## config.mk

```make
export PLATFORM = sky130hd
export DESIGN_NAME = yasac_host_arbiter_flat
export DESIGN_NICKNAME = d
export VERILOG_FILES = /design/src/rtl/yasac_host_arbiter_if.sv /design/src/rtl/yasac_host_arbiter.sv /design/src/flat_wrapper.sv
export SDC_FILE = /design/constraint.sdc
export NUM_CORES = 1
export LEC_CHECK = 0
export ABC_AREA = 1
export CAP_MARGIN = 5
export CORE_MARGIN = 10
export CORE_UTILIZATION = 30
export CTS_CLUSTER_SIZE = 14
export DETAILED_ROUTE_END_ITERATION = 10
export PLACE_DENSITY = 0.59
export SETUP_SLACK_MARGIN = 0.02
export SYNTH_ARGS = -nofsm -noshare
export SYNTH_HDL_FRONTEND = slang
export SYNTH_SLANG_ARGS = --single-unit
```

## constraint.sdc

```tcl
create_clock -name clk -period 4.4 [get_ports clk]
set_input_delay 0.88 -clock clk [delete_from_list [all_inputs] [get_ports clk]]
set_output_delay 0.88 -clock clk [all_outputs]
set_load 0.01 [all_outputs]
```

## src/rtl/yasac_host_arbiter_if.sv

```systemverilog
// yasac_host_arbiter_if
//   Bundles the host-side request/ack signals and the processor-side
//   start/ready/data signals of the YASAC host arbiter.
//   master : the arbiter view (drives acks, result, processor controls)
//   slave  : the environment view (drives requests and processor responses)
//
//   Host side      : req0/din0, req1/din1 -> ack0/ack1, dout, err, busy
//   Processor side : cpu_start, cpu_data_in, cpu_reset -> cpu_ready, cpu_data_out
//   Debug          : state_out (FSM state encoding)
interface yasac_host_arbiter_if;
  logic       req0;
  logic [7:0] din0;
  logic       req1;
  logic [7:0] din1;
  logic       ack0;
  logic       ack1;
  logic [7:0] dout;
  logic       err;
  logic       busy;
  logic       cpu_start;
  logic [7:0] cpu_data_in;
  logic       cpu_reset;
  logic       cpu_ready;
  logic [7:0] cpu_data_out;
  logic [2:0] state_out;

  modport master (
    input  req0, din0, req1, din1, cpu_ready, cpu_data_out,
    output ack0, ack1, dout, err, busy, cpu_start, cpu_data_in, cpu_reset,
           state_out
  );

  modport slave (
    output req0, din0, req1, din1, cpu_ready, cpu_data_out,
    input  ack0, ack1, dout, err, busy, cpu_start, cpu_data_in, cpu_reset,
           state_out
  );
endinterface

```

## src/rtl/yasac_host_arbiter.sv

```systemverilog
// yasac_host_arbiter
//   Shares one YASAC processor between two host requesters. Grants
//   round-robin, launches the processor with the winner's operand, waits for
//   completion and returns the result with a one-cycle ack. A watchdog
//   pulses cpu_reset when the processor hangs and reports err=1 with
//   dout=0x00.
//
//   Parameters : TIMEOUT (1..255) cycles from start to fault,
//                CNT_W watchdog counter width
//   Ports      : clk, reset (async, active-high), bus (master modport of
//                yasac_host_arbiter_if)
module yasac_host_arbiter #(
  parameter int unsigned TIMEOUT = 255,
  parameter int unsigned CNT_W   = 8
) (
  input  logic                clk,
  input  logic                reset,
  yasac_host_arbiter_if.master bus
);

  typedef enum logic [2:0] {
    IDLE     = 3'd0,
    LAUNCH   = 3'd1,
    WAIT_LOW = 3'd2,
    RUN      = 3'd3,
    DONE     = 3'd4,
    RECOVER  = 3'd5
  } state_t;

  state_t             state_q;
  logic               grant_q;      // 0 = requester 0, 1 = requester 1
  logic               ptr_q;        // last-granted requester
  logic               rec_first_q;  // first cycle of RECOVER
  logic [CNT_W-1:0]   cnt_q;
  logic [7:0]         data_in_q;
  logic [7:0]         dout_q;
  logic               err_q;

  logic               win1_d;
  logic               timeout_hit;
  logic [CNT_W-1:0]   cnt_d;

  // With both requesting, the requester that did not win last time goes.
  assign win1_d = bus.req1 & (~bus.req0 | ~ptr_q);

  // The counter holds k-1 in the k-th cycle after start; the fault is taken
  // on the cycle it would become TIMEOUT-1, so cpu_reset appears TIMEOUT
  // cycles after the start pulse. Small TIMEOUT values trip immediately.
  assign cnt_d       = cnt_q + CNT_W'(1);
  assign timeout_hit = ({1'b0, cnt_q} + (CNT_W+1)'(2)) >= (CNT_W+1)'(TIMEOUT);

  always_ff @(posedge clk or posedge reset) begin
    if (reset) begin
      state_q     <= IDLE;
      grant_q     <= 1'b0;
      ptr_q       <= 1'b1;
      rec_first_q <= 1'b0;
      cnt_q       <= '0;
      data_in_q   <= 8'h00;
      dout_q      <= 8'h00;
      err_q       <= 1'b0;
    end else begin
      unique case (state_q)
        IDLE: begin
          if (bus.cpu_ready && (bus.req0 || bus.req1)) begin
            grant_q   <= win1_d;
            ptr_q     <= win1_d;
            data_in_q <= win1_d ? bus.din1 : bus.din0;
            state_q   <= LAUNCH;
          end
        end
        LAUNCH: begin
          cnt_q   <= '0;
          state_q <= WAIT_LOW;
        end
        WAIT_LOW: begin
          cnt_q <= cnt_d;
          if (!bus.cpu_ready) begin
            state_q <= RUN;
          end else if (timeout_hit) begin
            dout_q      <= 8'h00;
            err_q       <= 1'b1;
            rec_first_q <= 1'b1;
            state_q     <= RECOVER;
          end
        end
        RUN: begin
          cnt_q <= cnt_d;
          // Completion takes priority over a simultaneous timeout.
          if (bus.cpu_ready) begin
            dout_q  <= bus.cpu_data_out;
            err_q   <= 1'b0;
            state_q <= DONE;
          end else if (timeout_hit) begin
            dout_q      <= 8'h00;
            err_q       <= 1'b1;
            rec_first_q <= 1'b1;
            state_q     <= RECOVER;
          end
        end
        RECOVER: begin
          rec_first_q <= 1'b0;
          if (bus.cpu_ready) begin
            state_q <= DONE;
          end
        end
        DONE: begin
          state_q <= IDLE;
        end
        default: begin
          state_q <= IDLE;
        end
      endcase
    end
  end

  // Outputs are pure decodes of registers, so reset clears them at once.
  assign bus.state_out   = state_q;
  assign bus.busy        = (state_q != IDLE);
  assign bus.cpu_start   = (state_q == LAUNCH);
  assign bus.cpu_reset   = rec_first_q;
  assign bus.cpu_data_in = data_in_q;
  assign bus.ack0        = (state_q == DONE) && !grant_q;
  assign bus.ack1        = (state_q == DONE) &&  grant_q;
  assign bus.dout        = dout_q;
  assign bus.err         = err_q;

endmodule

```

## src/flat_wrapper.sv

```systemverilog
// flat-port wrapper written by rule: the top's interface ports become plain ports
module yasac_host_arbiter_flat 
#(
  parameter int unsigned TIMEOUT = 255,
  parameter int unsigned CNT_W   = 8
)
  (clk, reset, bus_req0, bus_din0, bus_req1, bus_din1, bus_cpu_ready, bus_cpu_data_out, bus_ack0, bus_ack1, bus_dout, bus_err, bus_busy, bus_cpu_start, bus_cpu_data_in, bus_cpu_reset, bus_state_out);
  yasac_host_arbiter_if bus_i ();
  input  logic clk;
  input  logic reset;
  input wire logic [$bits(bus_i.req0)-1:0] bus_req0;
  input wire logic [$bits(bus_i.din0)-1:0] bus_din0;
  input wire logic [$bits(bus_i.req1)-1:0] bus_req1;
  input wire logic [$bits(bus_i.din1)-1:0] bus_din1;
  input wire logic [$bits(bus_i.cpu_ready)-1:0] bus_cpu_ready;
  input wire logic [$bits(bus_i.cpu_data_out)-1:0] bus_cpu_data_out;
  output wire logic [$bits(bus_i.ack0)-1:0] bus_ack0;
  output wire logic [$bits(bus_i.ack1)-1:0] bus_ack1;
  output wire logic [$bits(bus_i.dout)-1:0] bus_dout;
  output wire logic [$bits(bus_i.err)-1:0] bus_err;
  output wire logic [$bits(bus_i.busy)-1:0] bus_busy;
  output wire logic [$bits(bus_i.cpu_start)-1:0] bus_cpu_start;
  output wire logic [$bits(bus_i.cpu_data_in)-1:0] bus_cpu_data_in;
  output wire logic [$bits(bus_i.cpu_reset)-1:0] bus_cpu_reset;
  output wire logic [$bits(bus_i.state_out)-1:0] bus_state_out;
  assign bus_i.req0 = bus_req0;
  assign bus_i.din0 = bus_din0;
  assign bus_i.req1 = bus_req1;
  assign bus_i.din1 = bus_din1;
  assign bus_i.cpu_ready = bus_cpu_ready;
  assign bus_i.cpu_data_out = bus_cpu_data_out;
  assign bus_ack0 = bus_i.ack0;
  assign bus_ack1 = bus_i.ack1;
  assign bus_dout = bus_i.dout;
  assign bus_err = bus_i.err;
  assign bus_busy = bus_i.busy;
  assign bus_cpu_start = bus_i.cpu_start;
  assign bus_cpu_data_in = bus_i.cpu_data_in;
  assign bus_cpu_reset = bus_i.cpu_reset;
  assign bus_state_out = bus_i.state_out;
  yasac_host_arbiter #(.TIMEOUT(TIMEOUT), .CNT_W(CNT_W)) u_core (.clk(clk), .reset(reset), .bus(bus_i));
endmodule
```

==> run metrics <==
run status completed; largest net degree at the start of global routing 32; Hold Path Origin u_core.bus.dout[4]$_DFFE_PP0P_; clock buffer depth 2; Final setup viols 0; clk root buf clkbuf_8; CP required 3.52 ns; FF-to-FF path depth 10; # diodes 0; clk_skew 0.00394 ns; max-slew violation count 0; Max-slew headroom 66.4%; register area around 780 µm²; antenna viol nets, final 0; crit-path max FO 5; Cell Int Power 0.825 mW; DIE HEIGHT 93.9 µm; Post-synth EDFFs 0; Overall Power between 1 and 1.5 mW; clk slew on worst S/H paths 0.07 ns; synth top area cells dfrtp_1 (46%), nand2_1 (13%), nand3_1 (5.5%); Avg Inst Size Synth 8.16 µm²; total of max-cap violations 0; final net count a little under 300; post-synthesis sequential area ratio a little under half; hold endpoint u_core.bus.dout[4]$_DFFE_PP0P_; RSZ-0062 raised after global routing false; Core Region 0.00520 mm²; Comb power frac 48.5%; pre-CTS WS 2.06 ns; drt total wl 4.07 mm; via/cell ratio 4.39; vias in the first global route about 1500; via count 1459; Setup Fix Bufs, Post-CTS 0; Yosys warning total 0; clk_lat worst skew 0.28 ns; starting density of the core 31.5%; r2r setup slk 2.80 ns; Synth area leader dfrtp_1; Power Density 588 mW/mm²; Cell Count Post-Placement 324; Placer Congestion 0.794; TritonCTS clock tree built; worst r2r dst u_core.bus.dout[7]$_DFFE_PP0P_; DR iter-0 viols between 40 and 50; Mapped Cells 201; total negative setup slack 0 ns; Die W 93.9 µm; Worst setup SP type flop; fmax ~380 MHz; row cnt 26; post-synth top area share 45.8%; Netlist Area Pre-Place 0.00164 mm²; share of layout cells above drive strength 1 9.92%; Hold WC Path Type reg2reg; grt total ovfl 0; Final Worst Setup Slack approximately 1.8 ns; IO Count 54; WL per Instance ~12 µm; Hold Slack between 0.4 and 0.5 ns; CP arrival 1.75 ns; Netlist cell types 31; Synth async-reset ratio between 90% and 100%; top_reg_cell synth dfrtp_1; leakage power 1.07 nW; sw power 0.549 mW; register share of total power between 30 and 40%; GRT Util Overall 9.89%; Reg-to-Reg Start u_core.cnt_q[1]$_DFFE_PP0P_; Pre-antenna DRT Iters 4; initial antenna violation count 0; min cycle time layout 2.63 ns; Net Sw Frac 39.9%; die area ~0.0088 mm²; area taken by multi-input logic gates 746 µm²; Fillers 536; Finished Layout Cells 332; Worst-Margin Slew ~0.50 ns; Buffers on Ports 53; worst vdd ir ~0.00022 V; critical path class reg2out; number of buffers created by CTS 5; Clock Sinks 31; Final Hold Fails 0; Post-Syn Nets 234; WHS Path Cells 2; hpwl dp 3.25 mm; Resized cells post-CTS 0; Worst Setup End Kind primary output; period utilisation layout 59.8%; first-pass GRT wire length 7.02 mm; # DRC 0; CTS hold repair buffers 0; Clk network pwr share 15.7%; #FFs+latches synth 31; CTS H-Tree Depth 2; synth-to-layout area growth 42.4%
## cell usage in the layout, fill, tap and decap left out, types with 2 or more instances in the layout
cell | netlist | routed
nor2_4 | 2 | 2
clkinv_1 | 2 | 2
dfrtp_1 | 30 | 30
nand2_1 | 58 | 58
a21oi_1 | 2 | 2
clkbuf_8 | 0 | 5
inv_1 | 20 | 20
o22ai_1 | 2 | 2
clkdlybuf4s50_1 | 0 | 53
o21ai_0 | 7 | 7
nor3_1 | 2 | 2
ha_1 | 4 | 4
o21ai_1 | 2 | 2
nor2_1 | 21 | 21
nand3_1 | 18 | 18
inv_2 | 3 | 3
a31oi_1 | 9 | 9
nand2_2 | 4 | 4
## layer usage
metal	up-vias	global-route usage (%)	wire, µm
met5	-	0	0
met4	0	3.80	60
met3	5	5.52	374
met2	36	14.6	1790
met1	652	11.7	1850
li1	766	-	-
## how the worst max path moves through the flow
stage               slack (ns)  depth (start not counted)                                 from                               endpoint
finish                    1.77                          4  u_core.bus.state_out[1]$_DFFE_PP0P_                               bus_ack0
global route              1.64                          4  u_core.bus.state_out[1]$_DFFE_PP0P_                               bus_ack0
CTS                       1.74                          4  u_core.bus.state_out[1]$_DFFE_PP0P_                               bus_ack1
detailed placement        2.06                          4  u_core.bus.state_out[1]$_DFFE_PP0P_                               bus_ack1
global placement          2.08                          5                        bus_cpu_ready  u_core.bus.cpu_data_in[6]$_DFFE_PP0P_
floorplan                 2.60                          3  u_core.bus.state_out[1]$_DFFE_PP0P_                               bus_ack0
## worst max-delay path, stage by stage (launching register included)
cell and delay, ns:
dfrtp_1 0.45, nor2_2 0.25, nand2_1 0.12, nor2_1 0.11
clkdlybuf4s50_1 0.55
## layout make-up
| class | instances | share of cell area (%) |
|---|---|---|
| clock inverter | 2 | 0.536 |
| tap | 70 | 3.75 |
| multi-input combinational | 143 | 31.9 |
| inverter | 26 | 4.39 |
| timing repair buffer | 54 | 23.0 |
| clock buffer | 6 | 3.11 |
| sequential | 31 | 33.3 |
## registers in the layout, summed over array words and instances (netlist names)
name                    count
u_core.bus.cpu_reset        1
u_core.cnt_q                8
u_core.bus.err              1
u_core.bus.dout             8
u_core.grant_q              1
u_core.ptr_q                1
u_core.bus.cpu_data_in      8
u_core.bus.state_out        3
## cell families (layout without fill, tap and decap cells)
kind of cell	after synthesis	after routing	synth area share (%)
compound gates	28	28	11.1
fa+ha+maj	4	4	3.05
simple gates	110	110	30.8
xor+xnor	1	1	0.534
flops	31	31	47.4
buf+inv	27	88	7.17
## Yosys cell counts, types with 2 or more instances
| master | instances |
|---|---|
| o21ai_1 | 2 |
| nand3_1 | 18 |
| clkinv_1 | 2 |
| ha_1 | 4 |
| a21oi_1 | 2 |
| inv_2 | 3 |
| dfrtp_1 | 30 |
| inv_1 | 20 |
| nand2_1 | 58 |
| nor3_1 | 2 |
| nand2_2 | 4 |
| nor2_4 | 2 |
| a31oi_1 | 9 |
| o21ai_0 | 7 |
| nor2_1 | 21 |
| o22ai_1 | 2 |
## through the flow
| stage | cell area, µm² | util [%] |
|---|---|---|
| 2_1_floorplan | 1640 | - |
| 3_3_place_gp | 2250 | 43.2 |
| 3_5_place_dp | 2250 | 43.2 |
| 4_1_cts | 2340 | 44.9 |
| 5_1_grt | 2340 | 44.9 |
| 6_report | 2340 | 44.9 |
## power groups by stage
stage | logic, mW | registers [mW] | clock network, mW
3_5_place_dp | 0.680 | 0.497 | 0
5_1_grt | 0.755 | 0.511 | 0.238
3_3_place_gp | 0.676 | 0.493 | 0
6_report | 0.666 | 0.492 | 0.216
4_1_cts | 0.681 | 0.493 | 0.225
2_1_floorplan | 0.349 | 0.523 | 0
No activity file was read; power rests on OpenSTA's default activity.
==> RTL edit (config.mk and constraints unchanged) <==
Reset style: synchronous (`reset`), changed in one clocked block. Comments in the files are not updated.
--- a/src/rtl/yasac_host_arbiter.sv
+++ b/src/rtl/yasac_host_arbiter.sv
@@ -51,3 +51,3 @@
 
-  always_ff @(posedge clk or posedge reset) begin
+  always_ff @(posedge clk) begin
     if (reset) begin
Function: differs if reset is asserted again (counterexample within 4 cycles, from zero or initial values and one cycle with reset high); with reset held inactive, the same outputs for 10 cycles.
==> RTL edit against the original RTL <==
Non-clock buffer count shrank 1. First-iteration DRC count grew 11%. Combinational power shrank 50%. Area after synthesis shrank 3.1%. Sequential cell count is the same. Cell area shrank 2.8%. Setup slack gained 0.16 ns. Synthesized cell count grew 12%. Largest power group is now sequential cells. Sequential power shrank 28%. Routed wire length grew 11%. Critical path type unchanged. Register-to-register slack lost 0.16 ns. Power shrank 32%.
==> RTL edit: results (changes against the original RTL) <==
outcome: "complete, no violations"
root_buffer: "clkbuf_8"
ir_drop_mv: 0.296  # +36%
dp.cells: 344  # +6.2%
worst-endpoint-arrival_ns: 1.59  # -0.16 ns
insertion_delay_ns: 0.28  # about the same
ys.warnings.count: 0  # unchanged
grt_max_degree: 18  # -44%
n_antenna_cell: 0  # unchanged
numPortBuffers: 53  # unchanged
critPathTopFamily: "buffers and inverters"
cts.path.max_buffers: 2  # unchanged
place_hpwl_um: 3480  # +6.9%
final_cells: 352  # +6.0%
grt_usage: 0.108  # +0.00889
clkTransAtPathRegs_ns: 0.06
viasPerCell: 4.62  # +5.2%
numCtsBuffers: 5  # unchanged
final_nets: 315  # +7.1%
drive_gt1_frac: 0.0887  # -0.0106
hold_class: "reg -> reg"
reg2reg_depth: 12  # +2
synth_area_leaders: "dfxtp_1, nand2_1, a21oi_1, o21ai_0, inv_1"
worstPathMaxFanout: 7  # +2
synth-async-reset-ratio: 0  # -1.00
dr.pass1.iters: 4  # unchanged
syn-num-nets: 260  # +11%
postPlaceCellArea_um2: 2170  # -3.6%
wl_um: 4540  # +11%
grt_pass1_wl_um: 7620  # +8.4%
drt-initial-drc-count: 51  # +11%
synthDistinctLibCells: 26  # -16%
tightest_slew_ns: 0.646  # +0.145 ns
clock_skew_ns: 0.00426  # +0.000318 ns
yosysSeqAreaShare: 0.390  # -0.0834
synth_common_cells: "nand2_1, a21oi_1, dfxtp_1"
routabilityCongestion: 0.792  # -0.21%
p_leak_nw: 0.864  # -19%
grt_pass1_vias: 1593  # +4.7%
syn_inst: 226  # +12%
crit_slowest_cell: "clkdlybuf4s50_1"
antenna_found_initial: 0  # unchanged
htree_levels: 2  # unchanged
pre_cts_slack_ns: 1.82  # -0.240 ns
cp_slowest_stage_delay_ns: 0.49  # -0.06 ns
finalHoldViolCount: 0  # unchanged
ctsResizeCount: 0  # unchanged
postCtsSetupBuffers: 0  # unchanged
num-fill-cells: 550  # +2.6%
worstHoldPathCells: 2  # unchanged
==> RTL edit: cell types whose count changed in the layout (fill, tap and decap cells not counted), sizes merged, moves of 2 or more <==
cell	delta
a21oi	+33
a31oi	-7
clkbuf	+2
clkinv	-4
dfrtp	-30
dfxtp	+31
inv	+5
nand2	-11
nor2	-3
nor3	-2
o21ai	+10
==> RTL edit: cell families (layout without fill, tap and decap cells) <==
kind of cell | after synthesis | in the layout | synth area share
buffers and inverters | 33 | 89 | 0.0897
DFF | 31 | 31 | 0.390
adders and majority gates | 5 | 5 | 0.0393
and+or+nand+nor | 95 | 95 | 0.275
AOI/OAI and AO/OA | 62 | 62 | 0.205
==> RTL edit: power breakdown <==
part	total, mW	switching [mW]	internal [mW]
Combinational	0.336	0.190	0.146
Clock	0.243	0.101	0.143
Sequential	0.354	0.0358	0.318
Total	0.933	0.327	0.607
==> RTL edit: worst paths after layout <==
kind                                               from  slack (ns)                  to
worst min register to register           u_core.bus.err        0.47      u_core.bus.err
worst max register to register          u_core.cnt_q[1]        2.64  u_core.bus.dout[2]
worst max-delay path            u_core.bus.state_out[0]        1.93            bus_busy
worst min-delay path                     u_core.bus.err        0.47      u_core.bus.err
==> RTL edit: area by class of cell <==
class                           count  area [µm²]  area share
Multi-Input combinational cell    162         827       0.364
Sequential cell                    31         621       0.273
Timing Repair Buffer               53         531       0.234
Inverter                           28         105      0.0463
Clock buffer                        8         100      0.0441
Tap cell                           70        87.6      0.0386
==> RTL edit: metal layers <==
metal | track usage | part of all wire | vias up
li1 | - | - | 854
met1 | 0.124 | 0.45 | 730
met2 | 0.173 | 0.47 | 39
met3 | 0.0508 | 0.076 | 4
met4 | 0.0347 | 0.0075 | 0
met5 | 0 | 0 | -
